**config.mk**
```make
export PLATFORM = sky130hd
export DESIGN_NAME = ysyx_25030085_ifu
export DESIGN_NICKNAME = d
export VERILOG_FILES = /design/src/rtl/ysyx_25030085_pkg.sv /design/src/rtl/ysyx_25030085_npc.sv /design/src/rtl/ysyx_25030085_ifu.sv
export SDC_FILE = /design/constraint.sdc
export NUM_CORES = 1
export LEC_CHECK = 0
export BUFFER_PORTS_ARGS = -buffer_cell sky130_fd_sc_hd__buf_2
export CORE_ASPECT_RATIO = 1.25
export CORE_MARGIN = 3
export CORE_UTILIZATION = 49
export DETAILED_ROUTE_END_ITERATION = 8
export PLACE_DENSITY = 0.76
export SETUP_SLACK_MARGIN = 0.2
export SLEW_MARGIN = 10
export SYNTH_ARGS = -nofsm -noshare
export SYNTH_HDL_FRONTEND = slang
export SYNTH_SLANG_ARGS = --single-unit
```
**constraint.sdc**
```tcl
create_clock -name clk -period 3.35 [get_ports clk]
set_clock_uncertainty 0.2 [all_clocks]
set_input_delay 0.1675 -clock clk [delete_from_list [all_inputs] [get_ports clk]]
set_output_delay 0.1675 -clock clk [all_outputs]
set_load 0.03 [all_outputs]
```
**src/rtl/ysyx_25030085_pkg.sv**
```systemverilog
// Shared types and constants for the instruction fetch unit.
package ysyx_25030085_pkg;

    typedef enum logic [2:0] {
        IDLE,
        REQ,
        RESP,
        HOLD,
        EXEC
    } ifu_state_e;

    localparam logic [1:0]  JUMP_NONE = 2'b00;
    localparam logic [1:0]  JUMP_JAL  = 2'b01;
    localparam logic [1:0]  JUMP_JALR = 2'b10;

    localparam logic [31:0] NOP_INST  = 32'h0000_0013;

    // A fetch target must be word aligned.
    function automatic logic is_misaligned(input logic [31:0] addr);
        return addr[1:0] != 2'b00;
    endfunction

endpackage

```
**src/rtl/ysyx_25030085_npc.sv**
```systemverilog
// Combinational next-PC selection with misalignment detection.
module ysyx_25030085_npc
    import ysyx_25030085_pkg::*;
(
    input  logic [31:0] pc,
    input  logic        branch,
    input  logic [1:0]  jump,
    input  logic [31:0] imm,
    input  logic [31:0] rs1_val,
    input  logic        redirect_valid,
    input  logic [31:0] redirect_pc,
    output logic [31:0] npc,
    output logic        misaligned
);

    // Priority: redirect, jalr, jal/branch, sequential. jump == 11 behaves as none.
    always_comb begin
        npc = pc + 32'd4;
        if (redirect_valid) begin
            npc = redirect_pc;
        end else begin
            case (jump)
                JUMP_JALR:        npc = (rs1_val + imm) & ~32'h1;
                JUMP_JAL:         npc = pc + imm;
                JUMP_NONE, 2'b11: npc = branch ? (pc + imm) : (pc + 32'd4);
            endcase
        end
    end

    assign misaligned = is_misaligned(npc);

endmodule

```
**src/rtl/ysyx_25030085_ifu.sv**
```systemverilog
// Instruction fetch unit: owns the PC, fetches over a valid/ready port and
// hands {pc, inst} to the decoder, then advances the PC on retirement.
module ysyx_25030085_ifu
    import ysyx_25030085_pkg::*;
#(
    parameter logic [31:0] RESET_PC       = 32'h8000_0000,
    parameter int unsigned TIMEOUT_CYCLES = 1024
) (
    input  logic        clk,
    input  logic        rst,
    output logic        imem_req_valid,
    input  logic        imem_req_ready,
    output logic [31:0] imem_req_addr,
    input  logic        imem_rsp_valid,
    input  logic [31:0] imem_rsp_data,
    input  logic        imem_rsp_err,
    output logic        inst_valid,
    input  logic        inst_ready,
    output logic [31:0] pc,
    output logic [31:0] inst,
    input  logic        exec_done,
    input  logic        branch,
    input  logic [1:0]  jump,
    input  logic [31:0] imm,
    input  logic [31:0] rs1_val,
    input  logic        redirect_valid,
    input  logic [31:0] redirect_pc,
    output logic        fetch_fault,
    output logic [31:0] fault_pc
);

    localparam int unsigned CNT_W = (TIMEOUT_CYCLES > 2) ? $clog2(TIMEOUT_CYCLES) : 1;
    localparam logic [CNT_W-1:0] CNT_LAST = CNT_W'(TIMEOUT_CYCLES - 1);

    ifu_state_e       state_q, state_d;
    logic [31:0]      pc_q, pc_d;
    logic [31:0]      inst_q, inst_d;
    logic [CNT_W-1:0] cnt_q, cnt_d;
    logic             fault_q, fault_d;
    logic [31:0]      fault_pc_q, fault_pc_d;

    logic [31:0]      npc;
    logic             npc_misaligned;

    logic             req_fire, rsp_ok, rsp_bad, rsp_timeout, retire;

    assign req_fire    = (state_q == REQ) && imem_req_ready;
    assign rsp_ok      = (state_q == RESP) && imem_rsp_valid && !imem_rsp_err;
    assign rsp_bad     = (state_q == RESP) && imem_rsp_valid && imem_rsp_err;
    assign rsp_timeout = (state_q == RESP) && !imem_rsp_valid && (cnt_q == CNT_LAST);
    assign retire      = (state_q == EXEC) && exec_done;

    ysyx_25030085_npc u_npc (
        .pc             (pc_q),
        .branch         (branch),
        .jump           (jump),
        .imm            (imm),
        .rs1_val        (rs1_val),
        .redirect_valid (redirect_valid),
        .redirect_pc    (redirect_pc),
        .npc            (npc),
        .misaligned     (npc_misaligned)
    );

    // State register.
    always_ff @(posedge clk or posedge rst) begin
        if (rst) begin
            state_q <= IDLE;
        end else begin
            state_q <= state_d;
        end
    end

    // Next-state logic.
    always_comb begin
        state_d = state_q;
        case (state_q)
            IDLE: state_d = REQ;
            REQ:  if (req_fire) state_d = RESP;
            RESP: begin
                if (rsp_ok) begin
                    state_d = HOLD;
                end else if (rsp_bad || rsp_timeout) begin
                    state_d = REQ;
                end
            end
            HOLD: if (inst_ready) state_d = EXEC;
            EXEC: if (exec_done) state_d = REQ;
            default: state_d = IDLE;
        endcase
    end

    // State-decoded handshake outputs.
    always_comb begin
        imem_req_valid = (state_q == REQ);
        inst_valid     = (state_q == HOLD);
    end

    // Datapath next values: timeout counter, held instruction, PC and fault capture.
    always_comb begin
        pc_d       = pc_q;
        inst_d     = inst_q;
        cnt_d      = cnt_q;
        fault_d    = 1'b0;
        fault_pc_d = fault_pc_q;
        if (req_fire) begin
            cnt_d = '0;
        end else if (state_q == RESP) begin
            cnt_d = cnt_q + 1'b1;
        end
        if (rsp_ok) begin
            inst_d = imem_rsp_data;
        end
        // Bus error or timeout: retry the same PC.
        if (rsp_bad || rsp_timeout) begin
            fault_d    = 1'b1;
            fault_pc_d = pc_q;
        end
        // A misaligned target is still loaded; the memory decides what to return.
        if (retire) begin
            pc_d = npc;
            if (npc_misaligned) begin
                fault_d    = 1'b1;
                fault_pc_d = npc;
            end
        end
    end

    // Datapath registers.
    always_ff @(posedge clk or posedge rst) begin
        if (rst) begin
            pc_q       <= RESET_PC;
            inst_q     <= NOP_INST;
            cnt_q      <= '0;
            fault_q    <= 1'b0;
            fault_pc_q <= 32'h0;
        end else begin
            pc_q       <= pc_d;
            inst_q     <= inst_d;
            cnt_q      <= cnt_d;
            fault_q    <= fault_d;
            fault_pc_q <= fault_pc_d;
        end
    end

    assign imem_req_addr = pc_q;
    assign pc            = pc_q;
    assign inst          = inst_q;
    assign fetch_fault   = fault_q;
    assign fault_pc      = fault_pc_q;

endmodule

```
==> results.yml <==
critical_path:
  cpMostUsedCell: "a21oi_1"
  crit_start: "imem_req_addr[13]$_DFFE_PP0P_"
  crit_path_end_kind: "flop"
  worstPathCellList: "ha_1 > a21oi_1 > o21ai_0 > a221o_1 > a31o_2 > a2111o_1 > o211ai_1 > nand4_1 > a21oi_1"
  regToRegStartpoint: "imem_req_addr[13]$_DFFE_PP0P_"
  crit_type: "flop to flop"
  ff2ff_setup_slack_ns: 0.28
  critical-path-slowest-cell: "a2111o_1"
  worstPathArrival_ns: 3.15
  crit_required_ns: 3.43
  start_kind: "flop"
  cpPeakStageDelay_ns: 0.41
  critPathMaxFanout: 6
min_path:
  min_from: "redirect_pc[9]"
  hp-class: "input pin to flop"
placed_design:
  place.gp.congestion: 0.983
  placement.io_buffers: 269
  dpl.hpwl_um: 28200
  dp.cells: 1664
die:
  start_util: 0.501
  die_area_sq_mm: 0.0216
  die_h_um: 164
  io_pins: 270
  design.core.area_sq_mm: 0.0195
  num_rows: 57
  die_x_um: 132
layout:
  syn_to_final_growth_pct: 25.4
  final_cells: 1727
  final_core_util: 0.628
  drive_gt1_frac: 0.291
  final_net_count: 1663
  antenna_cells: 0
yosys:
  seq_area_frac_synth: 0.283
  synthArstFlopShare: 1.00
  syn_nets: 1377
  synth_area_leader_cell: "dfrtp_1"
  avgSynthCellArea_sq_um: 8.32
  yosysWarnings: 0
  ys_seq_elements: 110
  synth-edff-count: 0
  synthTopCellsByCount: "129 x nand2_1, 106 x dfrtp_1, 97 x a21oi_1"
  synthFlopType: "dfrtp_1"
  syn-instance-count: 1171
  synth_top_area_frac: 0.272
  ys_top_cells_by_area: "dfrtp_1 27%, ha_1 8.3%, a21oi_1 5.0%, nand2_1 5.0%, mux2_2 4.4%"
  synth_cell_types: 82
  yosysMostFrequentCell: "nand2_1"
  netlist_area_sq_mm: 0.00975
timing:
  fmax_ghz: 0.326
  maxSlewViolCount: 0
  whs_ns: -0.0336
  setup_viol: 0
  hold_violations: 1
  fin_crit_ns: 3.07
  tightest_slew_ns: 0.606
  rsz0062_at_grt: "yes"
  min_period_over_period: 0.916
  maxSlewHeadroom: 0.592
  finalSetupTns_ns: 0
clock_tree:
  cts.sinks: 110
  path_clk_slew_ns: 0.09
  htreeDepth: 3
  insertion_delay_ns: 0.36
  cts.path.max_buffers: 2
  cts_tree: "yes"
  cts_root_buffer: "clkbuf_16"
  numCtsBuffers: 9
detailed_routing:
  drc_errors: 0
  via_per_inst: 6.08
  routed_wl_um: 36600
  postRouteAntennaNets: 0
  first_iter_violations: 1046
  wl_per_cell_um: 21.2
  firstDrtPassIters: 5
  vias: 10506
status:
  failed_checks: "negative hold slack"
  outcome: "finished with violations"
power:
  ir_drop_v: 0.000570
  cellPowerDensity_mw_per_mm2: 849
  p_leak_uw: 0.00579
global_routing:
  grt_overflow: 0
  antenna_found_initial: 0
  grt_use_total: 0.325
  grt_max_degree: 111
  grt_pass1_wl_um: 56100
  first_global_vias: 10293
run:
  cap_violations: 0
## metrics by stage
step | cell area (sq um) | setup WS, ns | power, uW
after floorplan | 9750 | 0.204 | 7010
after global placement | 11400 | 0.175 | 8910
after detailed placement | 11400 | 0.0505 | 8960
after CTS | 12100 | 0.142 | 10200
after global routing | 12200 | 0.181 | 11000
final | 12200 | 0.280 | 10400
## what timing repair did
action,in CTS,in global routing
hold endpoints to repair,151,1
hold buffers,45,1
setup endpoints to repair,6,27
buffers inserted,0,1
gates cloned,0,0
resized for setup,5,19
pin swaps,1,4
## placed cells by master, fill, tap and decap left out, types with 5 or more instances in the layout
cell           netlist  final
a211o_1              5      5
a211oi_1            15     15
a21o_1              23     23
a21oi_1             97     94
a221oi_1             9      7
a22oi_1              6      6
a31oi_1             17     14
and2_1              11     10
and3_1              12     12
buf_2               15    269
buf_4               32     47
clkbuf_16            0      9
dfrtp_1            106    105
dlygate4sd3_1        0     46
ha_1                65     58
ha_2                 0      6
inv_1               28     27
mux2_2              38     38
mux2i_1             13     13
nand2_1            129    128
nand2b_1            15     15
nand3_1             29     28
nand4_1             27     27
nor2_1              75     75
nor2b_1             11     11
nor3_1              25     25
nor4_1               7      6
o211ai_1            13     13
o21a_1              10     10
o21ai_0             76     73
o21ai_1              4      7
o21bai_1             8      7
o221ai_1            16     16
o22ai_1             22     22
or3_1                6      6
xnor2_1             43     43
xor2_1              44     44
## kinds of logic after synthesis
family | count (synthesis) | synth area share
compound gates | 372 | 0.253
simple gates | 367 | 0.181
buf+inv | 117 | 0.0602
flops | 110 | 0.283
xor+xnor | 87 | 0.0782
fa+ha+maj | 67 | 0.0875
mux | 51 | 0.0572
## routing by layer
layer  global-route usage  vias to the layer above  share of wire
li1                     -                     4871              -
met1                0.436                     5001           0.41
met2                0.529                      548           0.46
met3               0.0659                       86          0.095
met4                0.108                        0          0.035
met5                    0                        -              0
## worst max-delay path: cells and delay by family (launching register included)
kind | cells | cell delay (ns)
AOI/OAI and AO/OA | 7 | 1.76
adders and majority gates | 1 | 0.39
DFF | 1 | 0.39
and+or+nand+nor | 1 | 0.25
## report_power, final
part,internal (uW),switching (uW)
registers,1920,547
clock network,553,571
logic,2370,4420
total,4840,5540
## flip-flops by register name, indices dropped and copies added, names as in the netlist
| register | flops |
|---|---|
| fault_pc | 32 |
| imem_req_addr | 32 |
| inst | 32 |
| cnt_q | 10 |
| state_q | 3 |
| fetch_fault | 1 |
## worst paths after layout
check,endpoint,depth (start not counted)
setup / recovery,fault_pc[28]$_DFF_PP0_,9
hold / removal,imem_req_addr[9]$_DFFE_PP0P_,3
setup reg to reg,fault_pc[28]$_DFF_PP0_,9
hold reg to reg,inst[11]$_DFFE_PP0P_,1
max in group asynchronous,imem_req_addr[1]$_DFFE_PP0P_,4
min in group asynchronous,inst[24]$_DFFE_PP0P_,4
## layout make-up
| class | count | area, sq um |
|---|---|---|
| clock inverters | 6 | 70.1 |
| flip-flops and latches | 110 | 2760 |
| well taps | 265 | 332 |
| repair buffers | 364 | 2200 |
| fillers | 1740 | 7240 |
| multi-input cells | 944 | 6520 |
| inverters | 28 | 109 |
| clock buffers | 10 | 239 |
(Power assumes the default switching activity.)
